### src/rtl/riscv_pkg.sv
// ---------------------------------------------------------------------------
// riscv_pkg
//   Definitions shared by the fetch front end and the main controller:
//   instruction width, opcode constants and the fetch state encoding.
// ---------------------------------------------------------------------------
package riscv_pkg;

  localparam int INSTR_W = 32;

  localparam logic [6:0] OPC_LOAD   = 7'b0000011;
  localparam logic [6:0] OPC_ITYPE  = 7'b0010011;
  localparam logic [6:0] OPC_STORE  = 7'b0100011;
  localparam logic [6:0] OPC_RTYPE  = 7'b0110011;
  localparam logic [6:0] OPC_LUI    = 7'b0110111;
  localparam logic [6:0] OPC_BRANCH = 7'b1100011;
  localparam logic [6:0] OPC_JAL    = 7'b1101111;
  localparam logic [6:0] OPC_HALT   = 7'b1110101;

  typedef enum logic {
    RUN    = 1'b0,
    HALTED = 1'b1
  } fetch_state_t;

  function automatic logic is_halt(input logic [6:0] opc);
    return opc == OPC_HALT;
  endfunction

endpackage

### src/rtl/fetch_fifo.sv
// ---------------------------------------------------------------------------
// fetch_fifo
//   Synchronous FIFO with synchronous flush. The head entry is read straight
//   out of the storage registers, so a push into an empty FIFO becomes visible
//   on the following cycle (no bypass).
// Ports
//   clk, reset      clock, asynchronous active-low reset
//   flush           empty the FIFO (wins over push/pop)
//   push, din       write an entry (accepted when not full, or full and popping)
//   pop             remove the head entry (ignored when empty)
//   dout            head entry
//   full, empty     status
//   count           current occupancy, 0..DEPTH
// ---------------------------------------------------------------------------
module fetch_fifo #(
  parameter int W     = 41,
  parameter int DEPTH = 4
) (
  input  logic                   clk,
  input  logic                   reset,
  input  logic                   flush,
  input  logic                   push,
  input  logic                   pop,
  input  logic [W-1:0]           din,
  output logic [W-1:0]           dout,
  output logic                   full,
  output logic                   empty,
  output logic [$clog2(DEPTH):0] count
);

  localparam int PW = $clog2(DEPTH) + 1;

  logic [W-1:0]  mem [DEPTH];
  logic [PW-1:0] wr_ptr;
  logic [PW-1:0] rd_ptr;
  logic          push_ok;
  logic          pop_ok;

  assign count   = wr_ptr - rd_ptr;
  assign full    = (count == PW'(DEPTH));
  assign empty   = (count == '0);
  assign pop_ok  = pop && !empty;
  // A full FIFO can still take a write when the head leaves in the same cycle.
  assign push_ok = push && (!full || pop_ok);
  assign dout    = mem[rd_ptr[PW-2:0]];

  always_ff @(posedge clk or negedge reset) begin
    if (!reset) begin
      wr_ptr <= '0;
      rd_ptr <= '0;
    end else if (flush) begin
      wr_ptr <= '0;
      rd_ptr <= '0;
    end else begin
      if (push_ok) wr_ptr <= wr_ptr + 1'b1;
      if (pop_ok)  rd_ptr <= rd_ptr + 1'b1;
    end
  end

  always_ff @(posedge clk) begin
    if (push_ok && !flush) mem[wr_ptr[PW-2:0]] <= din;
  end

endmodule

### src/rtl/instr_fetch_queue.sv
// ---------------------------------------------------------------------------
// instr_fetch_queue
//   Fetch front end: issues sequential word fetches, queues in-order memory
//   responses with their PCs and presents one instruction per cycle to decode.
//   Redirect flushes the queue and discards responses still in flight; a
//   popped HALT stops fetching until reset.
//
//   state  | meaning
//   RUN    | fetching and delivering instructions
//   HALTED | HALT accepted; no requests, queue empty, Redirect ignored
//
// Ports
//   clk, reset            clock, asynchronous active-low reset
//   IMemReq/Addr/Gnt      fetch request handshake (issued = Req && Gnt)
//   IMemValid/Data        in-order read responses
//   InstrValid/Instr/InstrPC/Opcode, InstrReady   queue head to decode
//   Redirect/RedirectPC   taken branch/jump: flush and refetch
//   Halted                fetch stopped by HALT
//   FetchCount/FlushCount pop and accepted-redirect counters
// Configuration
//   FETCH_PERF_EN  defined: counters implemented; undefined: tied to 0.
// ---------------------------------------------------------------------------
module instr_fetch_queue
  import riscv_pkg::*;
#(
  parameter int               ADDR_W   = 9,
  parameter int               DEPTH    = 4,
  parameter logic [ADDR_W-1:0] PC_RESET = '0
) (
  input  logic              clk,
  input  logic              reset,
  output logic              IMemReq,
  output logic [ADDR_W-1:0] IMemAddr,
  input  logic              IMemGnt,
  input  logic              IMemValid,
  input  logic [31:0]       IMemData,
  output logic              InstrValid,
  output logic [31:0]       Instr,
  output logic [ADDR_W-1:0] InstrPC,
  output logic [6:0]        Opcode,
  input  logic              InstrReady,
  input  logic              Redirect,
  input  logic [ADDR_W-1:0] RedirectPC,
  output logic              Halted,
  output logic [31:0]       FetchCount,
  output logic [31:0]       FlushCount
);

  localparam int CW = $clog2(DEPTH) + 1;
  localparam int EW = INSTR_W + ADDR_W;

  fetch_state_t      state, state_nxt;
  logic              started;
  logic [ADDR_W-1:0] pc;
  logic [ADDR_W-1:0] resp_pc;
  logic [ADDR_W-1:0] target_pc;
  logic [CW-1:0]     inflight;
  logic [CW-1:0]     inflight_nxt;
  logic [CW-1:0]     drop;
  logic [CW-1:0]     occ;
  logic [EW-1:0]     head;
  logic              fifo_full;
  logic              fifo_empty;
  logic              issue;
  logic              resp;
  logic              push;
  logic              pop;
  logic              flush;
  logic              redirect_acc;
  logic              halt_enter;

  fetch_fifo #(.W(EW), .DEPTH(DEPTH)) u_fifo (
    .clk   (clk),
    .reset (reset),
    .flush (flush),
    .push  (push),
    .pop   (pop),
    .din   ({IMemData, resp_pc}),
    .dout  (head),
    .full  (fifo_full),
    .empty (fifo_empty),
    .count (occ)
  );

  assign target_pc = RedirectPC & ~ADDR_W'(3);

  // Occupancy plus in-flight (including responses still to be discarded) is
  // bounded by DEPTH, so every response finds a free slot. 'started' keeps the
  // request low while reset is asserted.
  assign IMemReq  = started && (state == RUN) && !fifo_full &&
                    (({1'b0, occ} + {1'b0, inflight}) < (CW+1)'(DEPTH));
  assign IMemAddr = pc;

  assign issue        = IMemReq && IMemGnt;
  assign resp         = IMemValid && (inflight != '0);
  assign inflight_nxt = inflight + CW'(issue) - CW'(resp);

  assign InstrValid = (state == RUN) && !fifo_empty;
  assign Instr      = InstrValid ? head[EW-1:ADDR_W] : '0;
  assign InstrPC    = InstrValid ? head[ADDR_W-1:0] : '0;
  assign Opcode     = Instr[6:0];
  assign Halted     = (state == HALTED);

  assign pop          = InstrValid && InstrReady;
  assign redirect_acc = (state == RUN) && Redirect;
  // Redirect in the same cycle marks the popped HALT as wrong-path.
  assign halt_enter   = pop && is_halt(Opcode) && !Redirect;
  assign flush        = redirect_acc || halt_enter || (state == HALTED);
  assign push         = resp && (drop == '0) && (state == RUN) && !flush;

  always_comb begin
    state_nxt = state;
    case (state)
      RUN:     if (halt_enter) state_nxt = HALTED;
      HALTED:  state_nxt = HALTED;
      default: state_nxt = RUN;
    endcase
  end

  always_ff @(posedge clk or negedge reset) begin
    if (!reset) begin
      state   <= RUN;
      started <= 1'b0;
    end else begin
      state   <= state_nxt;
      started <= 1'b1;
    end
  end

  // resp_pc tracks the PC of the next response that will be kept: it restarts
  // at the redirect target and advances only on pushes.
  always_ff @(posedge clk or negedge reset) begin
    if (!reset) begin
      pc       <= PC_RESET;
      resp_pc  <= PC_RESET;
      inflight <= '0;
      drop     <= '0;
    end else begin
      inflight <= inflight_nxt;
      if (redirect_acc) begin
        pc      <= target_pc;
        resp_pc <= target_pc;
        drop    <= inflight_nxt;
      end else begin
        if (issue)                pc      <= pc + ADDR_W'(4);
        if (push)                 resp_pc <= resp_pc + ADDR_W'(4);
        if (resp && drop != '0)   drop    <= drop - 1'b1;
      end
    end
  end

`ifdef FETCH_PERF_EN
  logic [31:0] fetch_cnt;
  logic [31:0] flush_cnt;

  always_ff @(posedge clk or negedge reset) begin
    if (!reset) begin
      fetch_cnt <= '0;
      flush_cnt <= '0;
    end else begin
      if (pop)          fetch_cnt <= fetch_cnt + 32'd1;
      if (redirect_acc) flush_cnt <= flush_cnt + 32'd1;
    end
  end

  assign FetchCount = fetch_cnt;
  assign FlushCount = flush_cnt;
`else
  assign FetchCount = '0;
  assign FlushCount = '0;
`endif

endmodule

### config.mk
export PLATFORM = sky130hd
export DESIGN_NAME = instr_fetch_queue
export DESIGN_NICKNAME = d
export VERILOG_FILES = /design/src/rtl/riscv_pkg.sv /design/src/rtl/fetch_fifo.sv /design/src/rtl/instr_fetch_queue.sv
export SDC_FILE = /design/constraint.sdc
export NUM_CORES = 1
export LEC_CHECK = 0
export ABC_AREA = 1
export BUFFER_PORTS_ARGS = -buffer_cell sky130_fd_sc_hd__buf_2
export CORE_ASPECT_RATIO = 0.5
export CORE_MARGIN = 3
export CORE_UTILIZATION = 50
export DETAILED_ROUTE_END_ITERATION = 12
export GPL_TIMING_DRIVEN = 0
export PLACE_DENSITY = 0.81
export SYNTH_ARGS = -nofsm -noshare
export SYNTH_HDL_FRONTEND = slang
export SYNTH_SLANG_ARGS = --single-unit
### constraint.sdc
create_clock -name clk -period 4.12 [get_ports clk]
set_input_delay 0.412 -clock clk [delete_from_list [all_inputs] [get_ports clk]]
set_output_delay 0.412 -clock clk [all_outputs]
set_load 0.05 [all_outputs]
# ---- Yosys cells after proc, flatten, opt, wreduce, memory -nomap -nowiden
# Memories as Yosys holds them, arrays and structs flattened.
# Cells that the tools add are included.
dict set report totals {
  input_bits 47
  mem_count 1
  regBits 32
  word_cells 71
  mem_bits_rw 164
}
# memory depth word_bits rd rd_ports_with_merged_regs wr line
set mem_list {}
lappend mem_list {u_fifo.mem 4 41 1 0 1 fetch_fifo.sv:33} ;# logic [W-1:0] mem [DEPTH];
dict set report classes {
  n_lt_le_gt_ge 1
  reduce_logical 33
  muxes 16
  bitwise_logic 1
  eq_ne 2
  n_addsub 9
}
# op n
set ops {}
lappend ops {{$mux 9} 5}
lappend ops {{$mux 32} 1}
lappend ops {{$add 9x3->9 const B} 2}
lappend ops {{$mux 3} 6}
lappend ops {{$logic_and 1x1->1} 17}
lappend ops {{$reduce_bool 2->1} 5}
lappend ops {{$eq 7x7->1 const B} 1}
lappend ops {{$add 3x1->3 const B} 2}
lappend ops {{$logic_not 3->1} 2}
lappend ops {{$reduce_bool 3->1} 2}
lappend ops {{$add 3x3->4} 1}
lappend ops {{$logic_not 1->1} 4}
lappend ops {{$lt 4x3->1 const B} 1}
lappend ops {{$add 3x1->3} 1}
lappend ops {{$eq 3x3->1 const B} 1}
lappend ops {{$logic_or 1x1->1} 3}
lappend ops {{$mux 1} 3}
lappend ops {{$sub 3x1->3} 1}
lappend ops {{$sub 3x1->3 const B} 1}
lappend ops {{$sub 3x3->3} 1}
lappend ops {{$pmux 1 s2} 1}
lappend ops {{$not 1->1} 1}

# ---- Depth between registers and ports, before layout
dict set report depth {
  ltp_word 16
  depth_mapped 23
}

# ---- Modules after synthesis
# Synthesis repeated with hierarchy kept, for this count alone.
dict set report unflattened {
  cells_unflattened 808
  hier_area_um2 8864.8
}
# module n_inst area_per_inst_um2 cells_each
set by_module_without_submodules {}
lappend by_module_without_submodules {fetch_fifo 1 6576.3 463}
lappend by_module_without_submodules {instr_fetch_queue 1 2288.4 345}

# ---- Worst setup path before layout
# OpenSTA, ideal clock, no wires.
dict set report synth_timing {
  kind {reg2reg}
  start {reg u_fifo.rd_ptr[1]}
  end {mem u_fifo.mem[3][10] (enable)}
  synth_period_minus_slack_ns 4.488
  stages_incl_launch_ff 13
  path_buffers 2
  required_ns 3.685
  setup_slack_ns -0.368
  t_arrival_ns 4.052
  path_cell_list {dfrtp_1 inv_2 buf_6 clkbuf_1 fa_1 nor2_1 nand3_1 nand2_2 inv_1 nand2_2 nand3_4 nand4_4 nor2_1}
}
dict set report synth_via {
  elab_chain_cells 16
  elab_cells_between_ends 22
  classes_between {1 x add/sub; 2 x eq/ne; 3 x mux; 15 x reduce/logical; 1 x memory}
}
# element line
set synth_rtl {}
lappend synth_rtl {{from (decl)} fetch_fifo.sv:35} ;# logic [PW-1:0] rd_ptr;
lappend synth_rtl {{from (signal assigned)} fetch_fifo.sv:56} ;# if (pop_ok) rd_ptr <= rd_ptr + 1'b1;
lappend synth_rtl {{$sub 3x3->3 *} fetch_fifo.sv:39} ;# assign count = wr_ptr - rd_ptr;
lappend synth_rtl {{$logic_not 3->1 *} fetch_fifo.sv:41} ;# assign empty = (count == '0);
lappend synth_rtl {{$logic_not 1->1 *} instr_fetch_queue.sv:98} ;# assign InstrValid = (state == RUN) && !fifo_empty;
lappend synth_rtl {{$logic_and 1x1->1 *} instr_fetch_queue.sv:98}
lappend synth_rtl {{net InstrValid} instr_fetch_queue.sv:37} ;# output logic InstrValid,
lappend synth_rtl {{$mux 32} instr_fetch_queue.sv:99} ;# assign Instr = InstrValid ? head[EW-1:ADDR_W] : '0;
lappend synth_rtl {{$eq 7x7->1} riscv_pkg.sv:25} ;# return opc == OPC_HALT;
lappend synth_rtl {{$logic_and 1x1->1 (2 in a row)} instr_fetch_queue.sv:107} ;# assign halt_enter = pop && is_halt(Opcode) && !Redirect;
lappend synth_rtl {{$logic_or 1x1->1 (2 in a row)} instr_fetch_queue.sv:108} ;# assign flush = redirect_acc || halt_enter || (state == HALTED);
lappend synth_rtl {{$logic_not 1->1} {fetch_fifo.sv:61, instr_fetch_queue.sv:109}}
lappend synth_rtl {{$logic_and 1x1->1} instr_fetch_queue.sv:109} ;# assign push = resp && (drop == '0) && (state == RUN) && !flush;
lappend synth_rtl {{$logic_and 1x1->1} fetch_fifo.sv:44} ;# assign push_ok = push && (!full || pop_ok);
lappend synth_rtl {{$logic_and 1x1->1 *} fetch_fifo.sv:61} ;# if (push_ok && !flush) mem[wr_ptr[PW-2:0]] <= din;
lappend synth_rtl {{$mux 1 *} fetch_fifo.sv:61}
lappend synth_rtl {{$mux 1 (implied by the code) *} fetch_fifo.sv:61}
lappend synth_rtl {{to (decl)} fetch_fifo.sv:33}
# Mark *: on every way through the listed nets, which the timed path passes. The rest lies on a longest branch.

# ---- Final worst setup path
dict set report layout_timing {
  start {reg u_fifo.rd_ptr[1]}
  end {reg drop[2]}
}
dict set report layout_via {
  elab_chain_cells 9
  elab_cells_between_ends 11
  classes_between {4 x add/sub; 1 x order compare; 1 x eq/ne; 1 x mux; 4 x reduce/logical}
}
# element line
set layout_rtl {}
lappend layout_rtl {{$sub 3x3->3 *} fetch_fifo.sv:39}
lappend layout_rtl {{branches (longest 3 deep; another with $add 3x3->4)} n/a}
lappend layout_rtl {{$logic_and 1x1->1 *} instr_fetch_queue.sv:90} ;# assign IMemReq = started && (state == RUN) && !fifo_full &&
lappend layout_rtl {{$logic_and 1x1->1 *} instr_fetch_queue.sv:94} ;# assign issue = IMemReq && IMemGnt;
lappend layout_rtl {{$add 3x1->3 *} instr_fetch_queue.sv:96} ;# assign inflight_nxt = inflight + CW'(issue) - CW'(resp);
lappend layout_rtl {{$sub 3x1->3 *} instr_fetch_queue.sv:96}
lappend layout_rtl {{net inflight_nxt[2]} instr_fetch_queue.sv:58} ;# logic [CW-1:0] inflight_nxt;
lappend layout_rtl {{$mux 3 *} instr_fetch_queue.sv:140} ;# if (redirect_acc) begin
lappend layout_rtl {{to (signal assigned)} instr_fetch_queue.sv:143} ;# drop <= inflight_nxt;
lappend layout_rtl {{to (signal assigned)} instr_fetch_queue.sv:147} ;# if (resp && drop != '0) drop <= drop - 1'b1;
lappend layout_rtl {{to (decl)} instr_fetch_queue.sv:59} ;# logic [CW-1:0] drop;
# Mark *: on every way through the listed nets, which the timed path passes.
# A chain may end at the register's enable or synchronous reset.

==> summary.md <==
| Metric | Value |
|---|---|
| Largest net degree at the start of global routing | 31 |
| Die area | 18,720 µm² |
| Root buf cell | clkbuf_16 |
| Mapped Cells | 790 |
| Clock Skew | 0.01588 ns |
| #FFs+latches synth | 184 |
| Clock power frac | 42.8% |
| RSZ-0062 raised after global routing | false |
| Fin. Hold Viols | 0 |
| RePlAce Congestion | 0.8676 |
| Path category of the worst min-delay check | primary input to asynchronous set/reset pin |
| Share of post-route cells with drive strength above 1 | 25.86% |
| Leakage | 4.480 nW |
| PortBufs | 100 |
| Drt first-iter violations | 537 |
| Hold_ws | 0.003616 ns |
| RR Startpoint | u_fifo.rd_ptr[1] |
| Worst slew margin relative to its limit | 53.55% |
| N_diodes | 0 |
| Final Cycle Share | 94.38% |
| Initial antenna violation count | 0 |
| Number of max-cap violations | 0 |
| Global-route wire length before repair | 30,710 µm |
| Die width | 190.5 µm |
| Clk sinks | 184 |
| Cts hold-fix bufs | 0 |
| Routed WL | 19,630 µm |
| H-tree depth | 4 |
| Max Buffers Root-to-Sink | 2 |
| Sequential group share of total power | 50.4% |
| Clk_lat worst skew | 0.44 ns |
| Fillers | 1,192 |
| Tmin final | 3.888 ns |
| Dpl ws | -0.3120 ns |
| Fmax | 257.2 MHz |
| TritonCTS clock tree | done |
| Die Ht | 98.26 µm |
| Gr ovfl total | 0 |
| CTS buffer count | 17 |
| NetSw | 0.9679 mW |
| DRC Markers | 0 |
| Core footprint | 16,520 µm² |
| Net Sw Frac | 23.91% |
| Crit start category | flip-flop |
| Crit path DAT | 4.24 ns |
| DR vias/cell | 5.077 |
| Worst Tran Pin Value | 0.6914 ns |
| CTS clk-pin slew, worst paths | 0.07 ns |
| Syn avg cell area | 10.77 µm² |
| Area Overhead vs Synth | 21.12% |
| Cell area after synthesis | 8512 µm² |
| CP required | 4.47 ns |
| Total I/O pin count | 171 |
| Final number of setup-violating endpoints | 0 |
| R2R Setup Slk | 0.23 ns |
| Internal | 3.080 mW |
| Vias in the first global route | 6,274 |
| Combinational share of power | 6.8% |
| Vias | 6,199 |
| Pwr Density | 392.7 nW/µm² |
| R2r endpoint | drop[2] |
| Gr usage total | 20.88% |
| Fin. max-slew vios | 0 |
| Setup CP Type | flip-flop to flip-flop |
| Cells on worst reg2reg path | 22 |
| Pre-antenna DRT Iters | 9 |
| Max VDD drop | 0.0002741 V |
| Final antenna-violating net count | 0 |
| Starting Density | 51.54% |
| Seq/Total Area, Yosys | 63.27% |
| Synth warn | 0 |
| Max FO, Critical Path | 19 |
| Nets | 1,044 |
| DR WL/cell | 16.07 µm |
| Status | finished clean |
| Num rows | 33 |
| Worst setup margin | 0.2316 ns |
| Detailed Place HPWL | 12,480 µm |
| Crit end category | flip-flop |
| Post-synth cell types | 37 |
==> metrics by stage <==
stage | instance area [µm²] | utilization (%) | setup TNS, ns | instances | total power, mW
6_report | 10310 | 62.42 | 0 | 1221 | 4.048
2_1_floorplan | 8770 | - | 0 | 857 | 2.301
5_1_grt | 10310 | 62.42 | 0 | 1221 | 4.143
3_5_place_dp | 9654 | 58.45 | -0.5008 | 1188 | 2.351
4_1_cts | 10280 | 62.25 | 0 | 1219 | 4.051
3_3_place_gp | 9554 | 57.85 | -122.87 | 1184 | 2.346
==> power groups by stage <==
stage | sequential [mW] | combinational, mW | clock [mW]
after detailed placement | 2.08 | 0.272 | 0
final | 2.04 | 0.277 | 1.73
after global routing | 2.04 | 0.295 | 1.81
after floorplan | 2.09 | 0.209 | 0
after CTS | 2.04 | 0.273 | 1.74
after global placement | 2.08 | 0.267 | 0
==> layout by cell type, fill, tap and decap left out, types with 5 or more instances in the layout <==
master,count
nor2_4,5
clkbuf_16,17
a21oi_1,36
ha_1,14
clkbuf_1,13
inv_1,34
inv_6,7
buf_2,111
dfrtp_1,27
nor2_1,150
nand2_1,99
buf_4,79
nand2_2,5
o21ai_0,83
conb_1,69
edfxtp_1,156
nand3_1,34
==> critical path: stages, from the launching register on <==
cell and delay, ns:
dfrtp_2 0.45, inv_2 0.09, buf_6 0.18, fa_2 0.41
inv_1 0.06, nand2_1 0.07, nand2_2 0.10, ha_1 0.24
nor3_1 0.17, nand3_1 0.09, a31oi_1 0.15, nand2_1 0.12
clkinvlp_4 0.09, nand2_2 0.08, ha_1 0.28, inv_1 0.06
ha_1 0.13, inv_1 0.05, fa_1 0.37, xnor2_1 0.14
xnor2_1 0.22, o21ai_1 0.10, o22ai_1 0.15
==> state kept, by name, summed over array words and instances, names as in the netlist <==
name and count:
inflight 3, u_fifo.mem 156, Halted 1, u_fifo.rd_ptr 3, u_fifo.wr_ptr 3, IMemAddr 7
started 1, resp_pc 7, drop 3
==> worst max path at each step <==
stage               slack, ns                 to  cells after the start              from
floorplan                0.12            drop[2]                     22  u_fifo.rd_ptr[1]
global placement        -0.83  u_fifo.mem[1][22]                     13  u_fifo.rd_ptr[1]
detailed placement      -0.31            drop[2]                     23  u_fifo.rd_ptr[1]
CTS                      0.05            drop[2]                     21  u_fifo.rd_ptr[1]
global route             0.02            drop[2]                     22  u_fifo.rd_ptr[1]
finish                   0.23            drop[2]                     22  u_fifo.rd_ptr[1]
==> what timing repair did <==
item,CTS,global route
endpoints found under the hold margin,0,0
endpoints found under the setup margin,8,2
pin swaps,0,3
setup buffers,0,2
resized for setup,0,7
==> routing by layer <==
metal | GRT usage, % | wire length (µm)
met5 | 0 | 0
met1 | 25.08 | 7841
met3 | 4.699 | 1551
met2 | 37.49 | 9946
met4 | 7.042 | 287
==> cell type report <==
type / instances / area (µm²) / share of cell area (%)
clock inverter: 15 / 205.2 / 1.990
sequential: 184 / 5386 / 52.25
tap: 227 / 284.0 / 2.755
inverter: 40 / 158.9 / 1.541
buffer: 107 / 738.2 / 7.160
clock buffer: 17 / 425.4 / 4.126
multi-input combinational: 525 / 2516 / 24.41
timing repair buffer: 106 / 595.6 / 5.777
==> cells by family after synthesis <==
logic type	share of synthesized area (%)
other	0.08823
flip-flops	63.27
AO/OA/AOI/OAI	7.938
buffers and inverters	10.54
XOR/XNOR	0.7203
adder cells (fa/ha/maj)	2.528
AND/OR/NAND/NOR	14.92
==> synthesized netlist by cell type, drive strengths merged <==
cell / count / area [µm²]
ha: 14 / 175.2
nor2: 157 / 609.3
conb: 2 / 7.510
a21oi: 37 / 188.9
o21ai: 85 / 425.4
a31oi: 1 / 6.260
buf: 94 / 689.4
o21a: 1 / 7.510
inv: 40 / 155.1
o31ai: 2 / 15.01
nand3: 38 / 220.2
nand4: 1 / 21.27
clkbuf: 14 / 52.55
xor2: 4 / 35.03
nand2: 105 / 409.1
o22ai: 3 / 25.02
dfrtp: 28 / 700.7
xnor2: 3 / 26.28
fa: 2 / 40.04
edfxtp: 156 / 4684
nor3: 2 / 10.01
o211ai: 1 / 7.510
Power figures use the tool's default switching activity.
